<file path="config.mk">
export PLATFORM = sky130hd
export DESIGN_NAME = ice_bridge
export DESIGN_NICKNAME = d
export VERILOG_FILES = /design/src/rtl/ice_pkg.sv /design/src/rtl/ice_bridge.sv
export SDC_FILE = /design/constraint.sdc
export NUM_CORES = 1
export LEC_CHECK = 0
export CORE_AREA = 3 3 88 90
export DETAILED_ROUTE_END_ITERATION = 6
export DIE_AREA = 0 0 91 93
export PLACE_DENSITY_LB_ADDON = 0.08
export REMOVE_ABC_BUFFERS = 1
export SLEW_MARGIN = 10
export SYNTH_ARGS = -nofsm -noshare
export SYNTH_HDL_FRONTEND = slang
export SYNTH_SLANG_ARGS = --single-unit
</file>
<file path="constraint.sdc">
create_clock -name CLK -period 2.45 [get_ports CLK]
set_clock_uncertainty 0.15 [all_clocks]
set_input_delay 0.3675 -clock CLK [delete_from_list [all_inputs] [get_ports CLK]]
set_output_delay 0.3675 -clock CLK [all_outputs]
set_load 0.03 [all_outputs]
</file>
<file path="src/rtl/ice_pkg.sv">
// Command codes, control sub-codes, FSM encoding and nibble-insert helper
// shared by the ICE command engine.
package ice_pkg;

  localparam logic [3:0] ICE_CMD_WRITE = 4'd8;
  localparam logic [3:0] ICE_CMD_READ  = 4'd9;
  localparam logic [3:0] ICE_CMD_DUMP  = 4'd10;
  localparam logic [3:0] ICE_CMD_CTRL  = 4'd11;

  localparam logic [3:0] ICE_CTL_RUN     = 4'd0;
  localparam logic [3:0] ICE_CTL_RESET   = 4'd1;
  localparam logic [3:0] ICE_CTL_HALT    = 4'd2;
  localparam logic [3:0] ICE_CTL_RESUME  = 4'd3;
  localparam logic [3:0] ICE_CTL_STEP    = 4'd4;
  localparam logic [3:0] ICE_CTL_RSVD    = 4'd5;
  localparam logic [3:0] ICE_CTL_READ_PC = 4'd6;

  typedef enum logic [2:0] {
    ST_IDLE,
    ST_DECODE,
    ST_MEM_REQ,
    ST_MEM_ACC,
    ST_MEM_WAIT,
    ST_TX_HI,
    ST_TX_LO
  } ice_state_e;

  // Replace nibble 'sel' (bits 4*sel+3 : 4*sel) of a 16-bit register.
  function automatic logic [15:0] nib_insert(input logic [15:0] word,
                                             input logic [1:0]  sel,
                                             input logic [3:0]  nib);
    logic [15:0] r;
    r = word;
    r[{sel, 2'b00} +: 4] = nib;
    return r;
  endfunction

endpackage

</file>
<file path="src/rtl/ice_bridge.sv">
// Byte-level ICE command engine: decodes host nibble commands, does RAM word
// reads/writes via request/grant, controls core reset/halt/step, returns bytes.
module ice_bridge
  import ice_pkg::*;
#(
  parameter int ADDR_W  = 13,
  parameter int MEM_LAT = 2
) (
  input  logic              CLK,
  input  logic              I_RESET,
  input  logic [7:0]        I_RX_DATA,
  input  logic              I_RX_PRESENT,
  output logic              O_RX_READ,
  output logic [7:0]        O_TX_DATA,
  output logic              O_TX_WRITE,
  input  logic              I_TX_FULL,
  output logic              O_MEM_REQ,
  input  logic              I_MEM_GNT,
  output logic              O_MEM_WE,
  output logic [ADDR_W-1:0] O_MEM_ADDR,
  output logic [15:0]       O_MEM_WDATA,
  input  logic [15:0]       I_MEM_RDATA,
  output logic              O_CORE_RESET,
  output logic              O_CORE_HALT,
  output logic              O_CORE_STEP,
  input  logic [15:0]       I_CORE_PC
);

  localparam int CW = (MEM_LAT > 1) ? $clog2(MEM_LAT) : 1;
  localparam logic [CW-1:0] WAIT_LAST = CW'(MEM_LAT - 1);

  ice_state_e     state_q, state_d;
  logic [7:0]     byte_q, byte_d;
  logic [15:0]    addr_q, addr_d;
  logic [15:0]    data_q, data_d;
  logic           core_rst_q, core_rst_d;
  logic           halt_q, halt_d;
  logic [CW-1:0]  cnt_q, cnt_d;

  logic [3:0] cmd, nib;
  assign cmd = byte_q[7:4];
  assign nib = byte_q[3:0];

  always_ff @(posedge CLK) begin
    if (I_RESET) begin
      state_q    <= ST_IDLE;
      byte_q     <= '0;
      addr_q     <= '0;
      data_q     <= '0;
      core_rst_q <= 1'b0;
      halt_q     <= 1'b0;
      cnt_q      <= '0;
    end else begin
      state_q    <= state_d;
      byte_q     <= byte_d;
      addr_q     <= addr_d;
      data_q     <= data_d;
      core_rst_q <= core_rst_d;
      halt_q     <= halt_d;
      cnt_q      <= cnt_d;
    end
  end

  always_comb begin
    state_d     = state_q;
    byte_d      = byte_q;
    addr_d      = addr_q;
    data_d      = data_q;
    core_rst_d  = core_rst_q;
    halt_d      = halt_q;
    cnt_d       = cnt_q;
    O_RX_READ   = 1'b0;
    O_TX_WRITE  = 1'b0;
    O_TX_DATA   = 8'h00;
    O_MEM_REQ   = 1'b0;
    O_MEM_WE    = 1'b0;
    O_CORE_STEP = 1'b0;

    unique case (state_q)
      ST_IDLE: begin
        if (I_RX_PRESENT) begin
          O_RX_READ = 1'b1;
          byte_d    = I_RX_DATA;
          state_d   = ST_DECODE;
        end
      end
      ST_DECODE: begin
        state_d = ST_IDLE;
        if (cmd < 4'd4) begin
          addr_d = nib_insert(addr_q, byte_q[5:4], nib);
        end else if (cmd < 4'd8) begin
          data_d = nib_insert(data_q, byte_q[5:4], nib);
        end else if (cmd == ICE_CMD_WRITE || cmd == ICE_CMD_READ) begin
          state_d = ST_MEM_REQ;
        end else if (cmd == ICE_CMD_DUMP) begin
          state_d = ST_TX_HI;
        end else if (cmd == ICE_CMD_CTRL) begin
          case (nib)
            ICE_CTL_RUN:     core_rst_d  = 1'b0;
            ICE_CTL_RESET:   core_rst_d  = 1'b1;
            ICE_CTL_HALT:    halt_d      = 1'b1;
            ICE_CTL_RESUME:  halt_d      = 1'b0;
            ICE_CTL_STEP:    O_CORE_STEP = halt_q;
            ICE_CTL_READ_PC: data_d      = I_CORE_PC;
            default: ;
          endcase
        end
      end
      ST_MEM_REQ: begin
        O_MEM_REQ = 1'b1;
        if (I_MEM_GNT) state_d = ST_MEM_ACC;
      end
      ST_MEM_ACC: begin
        O_MEM_REQ = 1'b1;
        O_MEM_WE  = (cmd == ICE_CMD_WRITE) && I_MEM_GNT;
        cnt_d     = '0;
        state_d   = ST_MEM_WAIT;
      end
      ST_MEM_WAIT: begin
        // Address stays on the bus through the wait so read data lines up.
        O_MEM_REQ = 1'b1;
        if (cnt_q == WAIT_LAST) begin
          if (cmd == ICE_CMD_READ) data_d = I_MEM_RDATA;
          addr_d  = addr_q + 16'd1;
          state_d = (cmd == ICE_CMD_READ) ? ST_TX_HI : ST_IDLE;
        end else begin
          cnt_d = cnt_q + CW'(1);
        end
      end
      ST_TX_HI: begin
        if (!I_TX_FULL) begin
          O_TX_WRITE = 1'b1;
          O_TX_DATA  = data_q[15:8];
          state_d    = ST_TX_LO;
        end
      end
      ST_TX_LO: begin
        if (!I_TX_FULL) begin
          O_TX_WRITE = 1'b1;
          O_TX_DATA  = data_q[7:0];
          state_d    = ST_IDLE;
        end
      end
      default: state_d = ST_IDLE;
    endcase

    // Reset kills strobes in the cycle it is seen, not one cycle later.
    if (I_RESET) begin
      O_RX_READ   = 1'b0;
      O_TX_WRITE  = 1'b0;
      O_TX_DATA   = 8'h00;
      O_MEM_REQ   = 1'b0;
      O_MEM_WE    = 1'b0;
      O_CORE_STEP = 1'b0;
    end
  end

  assign O_MEM_ADDR   = addr_q[ADDR_W-1:0];
  assign O_MEM_WDATA  = data_q;
  assign O_CORE_RESET = core_rst_q;
  assign O_CORE_HALT  = halt_q;

endmodule

</file>
== After elaboration in Yosys (flattened, before gate mapping) ==
Index checks and enable logic that the tools add are counted.

* Register bits after elaboration: 46
* Latch bits: 0
* Bits in writable memories: 0
* Memory bits (read-only): 0
* Input bits: 45
* Memories kept: 0

* $add $sub $neg: 3
* $mul: 0
* Divide/modulo/power cells: 0
* $lt $le $gt $ge: 2
* Equality and inequality tests: 27
* Shift operators: 2
* Muxes and demuxes: 51
* Bitwise gates (word level): 4
* Reduce and logical (&&, ||, !) cells: 16

{| class="wikitable"
|+ Operators by type and width
! kind !! count
|-
| $mux W16 || 10
|-
| $pmux W16 S2 || 2
|-
| $bwmux W16 || 2
|-
| $mux W3 || 10
|-
| $mux W8 || 3
|-
| $pmux W3 S7 || 1
|-
| $mux W1 || 19
|-
| $add A16 B1 Y16 const B || 1
|-
| $eq A4 B4 Y1 const B || 4
|-
| $ne A2 B2 Y1 const B || 8
|-
| $pmux W8 S2 || 1
|-
| $shift A4 B6 Y16 const A || 1
|-
| $shiftx A4 B6 Y16 || 1
|-
| $reduce_and A7 Y1 || 2
|-
| $eq A3 B3 Y1 const B || 3
|-
| $ne A3 B3 Y1 const B || 3
|-
| $eq A4 B2 Y1 const B || 2
|-
| $eq A4 B3 Y1 const B || 2
|-
| $reduce_and A8 Y1 || 1
|-
| $reduce_bool A2 Y1 || 4
|-
| $eq A3 B2 Y1 const B || 2
|-
| $neg A4 Y6 || 1
|-
| $pmux W1 S2 || 3
|-
| $reduce_and A5 Y1 || 1
|-
| other kinds (15) || 18
|}

== Depth between registers and ports, before layout ==
Gate-level depths: netlist of run 1.

* Depth in word-level cells: 9
* Gate-level depth with buffers: 10
* Mapped depth without buffers: 7

== Worst setup path after synthesis of run 1 ==
No wires, ideal clock.

* Kind: reg-to-output
* Start point: register byte_q[4]
* End point: output O_CORE_STEP
* Arrival: 2065 ps
* Path slack: -133 ps
* Cell stages (with the launch flop): 7
* Buffers on the path: 1
* Cells stage by stage: dfxtp_1 clkbuf_1 inv_1 ha_1 nor2_1 nand4_1 nor3_1

* Word-level cells in the longest chain between the ends: 8
* Elaborated cells between the ends (all ways): 14

{| class="wikitable"
|+ Ends and longest elaborated chain
! item !! RTL line !! source
|-
| from (decl) || ice_bridge.sv:33 || <nowiki>logic [7:0] byte_q, byte_d;</nowiki>
|-
| from (signal assigned) || ice_bridge.sv:55 || <nowiki>byte_q <= byte_d;</nowiki>
|-
| $eq A4 B4 Y1 || ice_bridge.sv:97 || <nowiki>end else if (cmd == ICE_CMD_CTRL) begin</nowiki>
|-
| $mux W1 || ice_bridge.sv:97 ||
|-
| $mux W1 || ice_bridge.sv:95 || <nowiki>end else if (cmd == ICE_CMD_DUMP) begin</nowiki>
|-
| $mux W1 || ice_bridge.sv:93 || <nowiki>end else if (cmd == ICE_CMD_WRITE || cmd == ICE_CMD_READ) begin</nowiki>
|-
| $mux W1 || ice_bridge.sv:91 || <nowiki>end else if (cmd < 4'd8) begin</nowiki>
|-
| $mux W1 (*) || ice_bridge.sv:89 || <nowiki>if (cmd < 4'd4) begin</nowiki>
|-
| $mux W1 (*) || ice_bridge.sv:79 || <nowiki>unique case (state_q)</nowiki>
|-
| $mux W1 (*) || ice_bridge.sv:148 || <nowiki>if (I_RESET) begin</nowiki>
|-
| to (decl) || ice_bridge.sv:25 || <nowiki>output logic O_CORE_STEP,</nowiki>
|}

Mark *: on every way between the ends. The rest lies on a longest branch, timed or not.

== Worst setup path in the final report of run 1 ==
* Start point: register state_q[0]
* End point: output O_CORE_STEP

* Word-level cells in the longest chain between the ends: 3

{| class="wikitable"
|+ Ends and longest elaborated chain
! item !! RTL line !! source
|-
| from (decl) || ice_bridge.sv:32 || <nowiki>ice_state_e state_q, state_d;</nowiki>
|-
| from (signal assigned) || ice_bridge.sv:54 || <nowiki>state_q <= state_d;</nowiki>
|-
| $eq A3 B1 Y1 || ice_bridge.sv:79 ||
|-
| $mux W1 || ice_bridge.sv:79 ||
|-
| $mux W1 || ice_bridge.sv:148 ||
|}

Every way passes these cells.

==> results of run 1 <==
power groups by stage:
stage / Clock [W] / Sequential (W) / Combinational [W]
after floorplan: 0 / 0.00109 / 0.00107
after global placement: 0 / 0.000937 / 0.00192
after detailed placement: 0 / 0.000942 / 0.00194
after CTS: 0.000439 / 0.000926 / 0.00194
after global routing: 0.000469 / 0.000949 / 0.00215
final: 0.000423 / 0.000930 / 0.00195
sequential cells by signal (all words and copies together), names as in the netlist:
name          flops
O_MEM_WDATA      16
addr_q           13
byte_q            8
state_q           3
O_CORE_HALT       1
O_CORE_RESET      1
cnt_q             1
worst reg2reg max path, stage by stage, from the launching register on:
cell,delay (ns)
dfxtp_2,0.37
inv_1,0.09
ha_1,0.39
nor4bb_1,0.30
buf_4,0.21
nand2_1,0.07
o21ai_0,0.14
o21ai_0,0.13
o41ai_1,0.26
per-layer routing:
layer | routed length [um] | GRT usage | up-vias
met4 | 127 | 0.0540 | 0
met1 | 4540 | 0.312 | 1562
met2 | 4530 | 0.382 | 105
li1 | - | - | 1699
met3 | 446 | 0.0338 | 12
met5 | 0 | 0 | -
cell usage in the layout (no fill, tap or decap), drive strengths merged, types with 2 or more instances in the layout:
| cell type | netlist | final |
|---|---|---|
| a22o | 2 | 2 |
| nand3 | 24 | 24 |
| or3 | 6 | 6 |
| nor2 | 33 | 33 |
| buf | 13 | 36 |
| a21o | 2 | 2 |
| nand4 | 4 | 4 |
| xor2 | 2 | 2 |
| ha | 7 | 7 |
| o21ai | 43 | 43 |
| dfxtp | 43 | 43 |
| a311oi | 4 | 4 |
| and2 | 4 | 4 |
| a221oi | 3 | 3 |
| nand2 | 47 | 47 |
| a211oi | 5 | 5 |
| o41ai | 4 | 4 |
| inv | 5 | 5 |
| a22oi | 9 | 9 |
| or3b | 3 | 3 |
| clkbuf | 28 | 6 |
| o31ai | 9 | 9 |
| a21oi | 46 | 46 |
| o21a | 2 | 2 |
| clkdlybuf4s50 | 0 | 74 |
| nor3 | 9 | 9 |
| a31oi | 4 | 4 |
| a32oi | 9 | 9 |
| nor3b | 6 | 6 |
| nand2b | 4 | 4 |
| nor2b | 13 | 13 |
| nor4bb | 2 | 2 |
| or2 | 3 | 3 |
| nand3b | 6 | 6 |
| o31a | 4 | 4 |
worst max path at each step:
stage / to / slack [ns] / startpoint
floorplan: O_MEM_WDATA[2] / -0.52 / state_q[1]
global placement: O_TX_DATA[2] / 0.22 / I_TX_FULL
detailed placement: O_TX_DATA[2] / 0.19 / I_TX_FULL
CTS: O_CORE_STEP / 0.07 / byte_q[4]
global route: O_MEM_WDATA[9] / 0.02 / byte_q[4]
finish: O_CORE_STEP / 0.12 / state_q[0]
what timing repair did:
item,in CTS,in global routing
endpoints found under the setup margin,2,4
gates cloned,0,0
resized for setup,2,2
hold buffers,0,0
buffers inserted,0,0
through the flow:
stage	power, W	setup slack (ns)	util	TNS, ns	hold WS, ns
2_1_floorplan	0.00216	-0.520	-	-4.78	0.286
3_3_place_gp	0.00285	0.222	0.566	0	0.330
3_5_place_dp	0.00288	0.186	0.566	0	0.336
4_1_cts	0.00331	0.0661	0.576	0	0.347
5_1_grt	0.00357	0.0248	0.577	0	0.383
6_report	0.00331	0.117	0.577	0	0.345
layout make-up:
cell class	count	share of cell area
clock buffer	6	0.0176
inverter	5	0.00456
multi-input combinational	333	0.489
sequential	43	0.209
tap	99	0.0301
timing repair buffer	111	0.250
kinds of logic after synthesis:
| logic type | after synthesis |
|---|---|
| compound gates | 153 |
| xor+xnor | 2 |
| fa+ha+maj | 7 |
| buf+inv | 46 |
| flops | 43 |
| mux | 1 |
| simple gates | 170 |
==> results_dict.tcl, run 1 <==
set metrics [dict create \
    run_status "finished clean" \
    timing.rr.end "O_MEM_WDATA[9]" \
    via_count 3378 \
    combPwrFrac 0.591 \
    viasPerCell 5.66 \
    synth_area_sq_um 3060 \
    core_sq_um 7140 \
    grt_max_degree 54 \
    hold_path_startpoint "O_MEM_WDATA[11]" \
    syn_to_final_growth_pct 34.7 \
    dp_hpwl_um 7160 \
    synth_compound_area_frac 0.328 \
    num_io_pins 89 \
    routed_wl_um 9650 \
    numPortBuffers 88 \
    whs_path_depth 2 \
    synth_edf_count 0 \
    power_leakage_nw 1.36 \
    htreeDepth 2 \
    synth-xor-area-share 0.00573 \
    diodes 0 \
    yosysWarnings 0 \
    antenna_found_initial 0 \
    cpMaxStageDelayCell "dfxtp_1" \
    multiInputGateArea_sq_um 2010 \
    seq_power_share 0.281 \
    drt-pass1-iter-count 5 \
    rr_worst_depth 8 \
    grt-ovfl-total 0 \
    drc_errors 0 \
    sw_frac_of_total 0.472 \
    cts_tree "built" \
    async_flop_share 0 \
    setup_violations 0 \
    placed_cells 591 \
    synth_top_area_frac 0.281 \
    syn_area_per_cell_sq_um 7.25 \
    path_cells "nor3b_2 -> nand4_1 -> nor3_1 -> buf_4" \
    crit_type "flop to output pin" \
    max_freq_mhz 429 \
    row_count 31 \
    internal-power_w 0.00175 \
    start_util 0.429 \
    min_to "O_MEM_WDATA[11]" \
    regArea_sq_um 862 \
    synthTopCellsByCount "47 x nand2_1, 44 x a21oi_1, 43 x dfxtp_1" \
    critPathRequiredTime_ns 1.93 \
    synth_top_family_by_area "compound AO/OA/AOI/OAI gates" \
    wl_per_cell_um 16.2 \
    nNetsFinal 551 \
    post-route-cell-area_sq_um 4120 \
    cp.arrival_ns 1.82 \
    synthAdderAreaFrac 0.0286 \
    muxShareOfSynthArea 0.00327 \
    seq_area_frac_synth 0.281 \
    syn_inst 422 \
    yosys_register_bits 43 \
    p_per_area_nw_per_um2 802 \
    clkPwrFrac 0.128 \
    hold_violations 0 \
    grt_usage 0.229 \
    grt_pass1_wl_um 16100 \
    synthTopCellsByArea "dfxtp_1 28%, a21oi_1 7.2%, o21ai_0 6.7%, nand2_1 5.8%, nand3_1 3.9%" \
    place_area_sq_um 4040 \
    end_kind "output pin" \
    slew_headroom 0.603 \
    yosysMostFrequentCell "nand2_1" \
    clk_latency_ns 0.29 \
    cts.clk_slew.worst_paths_ns 0.08 \
    max_slew.worst_pin.slew_ns 0.595 \
    maxCapViolCount 0 \
    hold_path_class "flop to flop" \
    drtIter0Drc 273 \
    r2r_slack_ns 0.23 \
    die_w_um 91 \
    nFillCells 715 \
    dieHeight_um 93 \
    crit_cells 4 \
    cts_buffers 5 \
    min_period_over_period 0.952 \
    crit_buf_inv 1 \
    synth-simple-area-share 0.290 \
    ys.flop_type "dfxtp_1" \
    critPathMaxFanout 11 \
    switchingPower_w 0.00156 \
    cts_sinks 43 \
    slowest_delay_ns 0.52 \
    setup.worst_path.start_class "flop" \
    slew_violations 0 \
    ant_nets 0 \
    vdd_ir_drop_max_uv 350 \
    grt_pass1_vias 3270 \
    regToRegStartpoint "byte_q[4]" \
    layout_min_cycle_time_ns 2.33 \
    clockBufferDepth 2 \
    gp_congestion 0.924 \
    drive_above_1_share 0.118 \
    rsz0062_at_grt "false" \
    dieArea_sq_um 8460 \
    cts_root_buf "clkbuf_8" \
    synth_area_leader_cell "dfxtp_1" \
    instances_no_fill 597 \
    synthDistinctLibCells 58 \
    critPathTopFamily "simple AND/OR/NAND/NOR gates" \
]
No activity file was read; power rests on OpenSTA's default activity.
==> inputs of run 2 (changes only) <==
- GPL_ROUTABILITY_DRIVEN: not set -> 0
- SLEW_MARGIN: 10 -> 30
- TNS_END_PERCENT: not set -> 30
==> results_dict.tcl, run 2 (synthesis gave the netlist of run 1 again) <==
set metrics [dict create \
    viasPerCell 5.74 \
    grt_pass1_wl_um 16100 \
    drc_errors 0 \
    cpMaxStageDelayCell "dfxtp_1" \
    hold_slack_ns 0.344 \
    crit_type "flop to output pin" \
    end_kind "output pin" \
    largest_reg_flops 16 \
    crit_cells 4 \
    via_count 3428 \
    hold_path_class "flop to flop" \
    layout_min_cycle_time_ns 2.32 \
    ant_nets 0 \
    maxCapViolCount 0 \
    start_util 0.429 \
    setup_ws_ns 0.127 \
    rr_worst_depth 5 \
    slew_violations 0 \
    pre_cts_slack_ns 0.186 \
    clk_latency_ns 0.29 \
    slowest_delay_ns 0.51 \
    whs_path_depth 2 \
    cts_buffers 5 \
    slew_headroom 0.607 \
    critPathTopFamily "simple AND/OR/NAND/NOR gates" \
    grt_pass1_vias 3270 \
    die_w_um 91 \
    diodes 0 \
    crit_buf_inv 1 \
    grt_max_degree 54 \
    path_cells "nor3b_2 -> nand4_1 -> nor3_1 -> buf_4" \
    dp_hpwl_um 7160 \
    clockBufferDepth 2 \
    htreeDepth 2 \
    grt-ovfl-total 0 \
    nNetsFinal 551 \
    min_period_over_period 0.948 \
    mostFrequentLayoutCells "74 x clkdlybuf4s50_1, 47 x nand2_1, 44 x a21oi_1" \
    max_slew.worst_pin.slew_ns 0.590 \
    syn_to_final_growth_pct 34.8 \
    clkPwrFrac 0.128 \
    cts_root_buf "clkbuf_8" \
    antenna_found_initial 0 \
    row_count 31 \
    drive_above_1_share 0.120 \
    cts_sinks 43 \
    cts.clk_slew.worst_paths_ns 0.08 \
    drtIter0Drc 270 \
    cp.arrival_ns 1.81 \
    setup_violations 0 \
    switchingPower_w 0.00155 \
    critPathMaxFanout 11 \
    vdd_ir_drop_max_uv 349 \
    numPortBuffers 88 \
    fin_tns_setup_ns 0 \
    dieArea_sq_um 8460 \
    num_io_pins 89 \
    drt-pass1-iter-count 7 \
    ctsHoldBuffers 0 \
    seq_power_share 0.281 \
    wl_per_cell_um 16.1 \
    cts_tree "built" \
    p_per_area_nw_per_um2 801 \
    grt_usage 0.229 \
    routed_wl_um 9610 \
    power.total_w 0.00330 \
    mostFrequentLayoutCell "clkdlybuf4s50_1" \
    hold_violations 0 \
    max_freq_mhz 430 \
    core_sq_um 7140 \
    r2r_slack_ns 0.24 \
    internal-power_w 0.00175 \
    run_status "finished clean" \
    post-route-util 0.578 \
    power_leakage_nw 1.36 \
    combPwrFrac 0.591 \
    dieHeight_um 93 \
    rsz0062_at_grt "false" \
    critPathRequiredTime_ns 1.93 \
    setup.worst_path.start_class "flop" \
    sw_frac_of_total 0.470 \
]
run 2: cell count changes in the layout (fill, tap and decap cells not counted):
cell	before	now
ha_2	0	1
ha_1	7	6
run 2: layout make-up:
| class | count | area, sq um |
|---|---|---|
| inverter | 5 | 18.8 |
| fill | 715 | 3010 |
| timing repair buffer | 111 | 1030 |
| tap | 99 | 124 |
| multi-input combinational | 333 | 2020 |
| clock buffer | 6 | 72.6 |
| sequential | 43 | 862 |
run 2: worst reg2reg max path, stage by stage (launching register included):
cell and delay [ns]:
dfxtp_1 0.51, or4b_4 0.52, a21o_1 0.33, nor2_1 0.26, nor2_1 0.08, a2111oi_2 0.26
run 2: per-layer routing:
layer / global-route usage / up-vias / wire length, um
met5: 0 / - / 0
met4: 0.0540 / 0 / 150
met3: 0.0338 / 18 / 495
met2: 0.382 / 119 / 4510
met1: 0.312 / 1587 / 4460
li1: - / 1704 / -
run 2: worst paths after layout:
kind                                       from              end
worst max-delay path                 state_q[0]      O_CORE_STEP
worst min register to register  O_MEM_WDATA[11]  O_MEM_WDATA[11]
worst max register to register       state_q[0]        addr_q[2]
worst min-delay path            O_MEM_WDATA[11]  O_MEM_WDATA[11]
run 2: metrics by stage:
stage / area, sq um / instances
after CTS: 4110 / 597
after global routing: 4120 / 597
after floorplan: 2890 / 381
after global placement: 4040 / 591
after detailed placement: 4040 / 591
final: 4120 / 597
run 2: what timing repair did:
item                       CTS  global route
pin swaps                    0             0
setup buffers                0             0
setup endpoints to repair    2             4
resized for setup            2             3
run 2: power by group through the flow:
stage / clock (W) / combinational [W] / sequential [W]
3_5_place_dp: 0 / 0.00194 / 0.000942
2_1_floorplan: 0 / 0.00107 / 0.00109
4_1_cts: 0.000439 / 0.00194 / 0.000926
3_3_place_gp: 0 / 0.00192 / 0.000937
5_1_grt: 0.000469 / 0.00216 / 0.000949
6_report: 0.000422 / 0.00195 / 0.000927
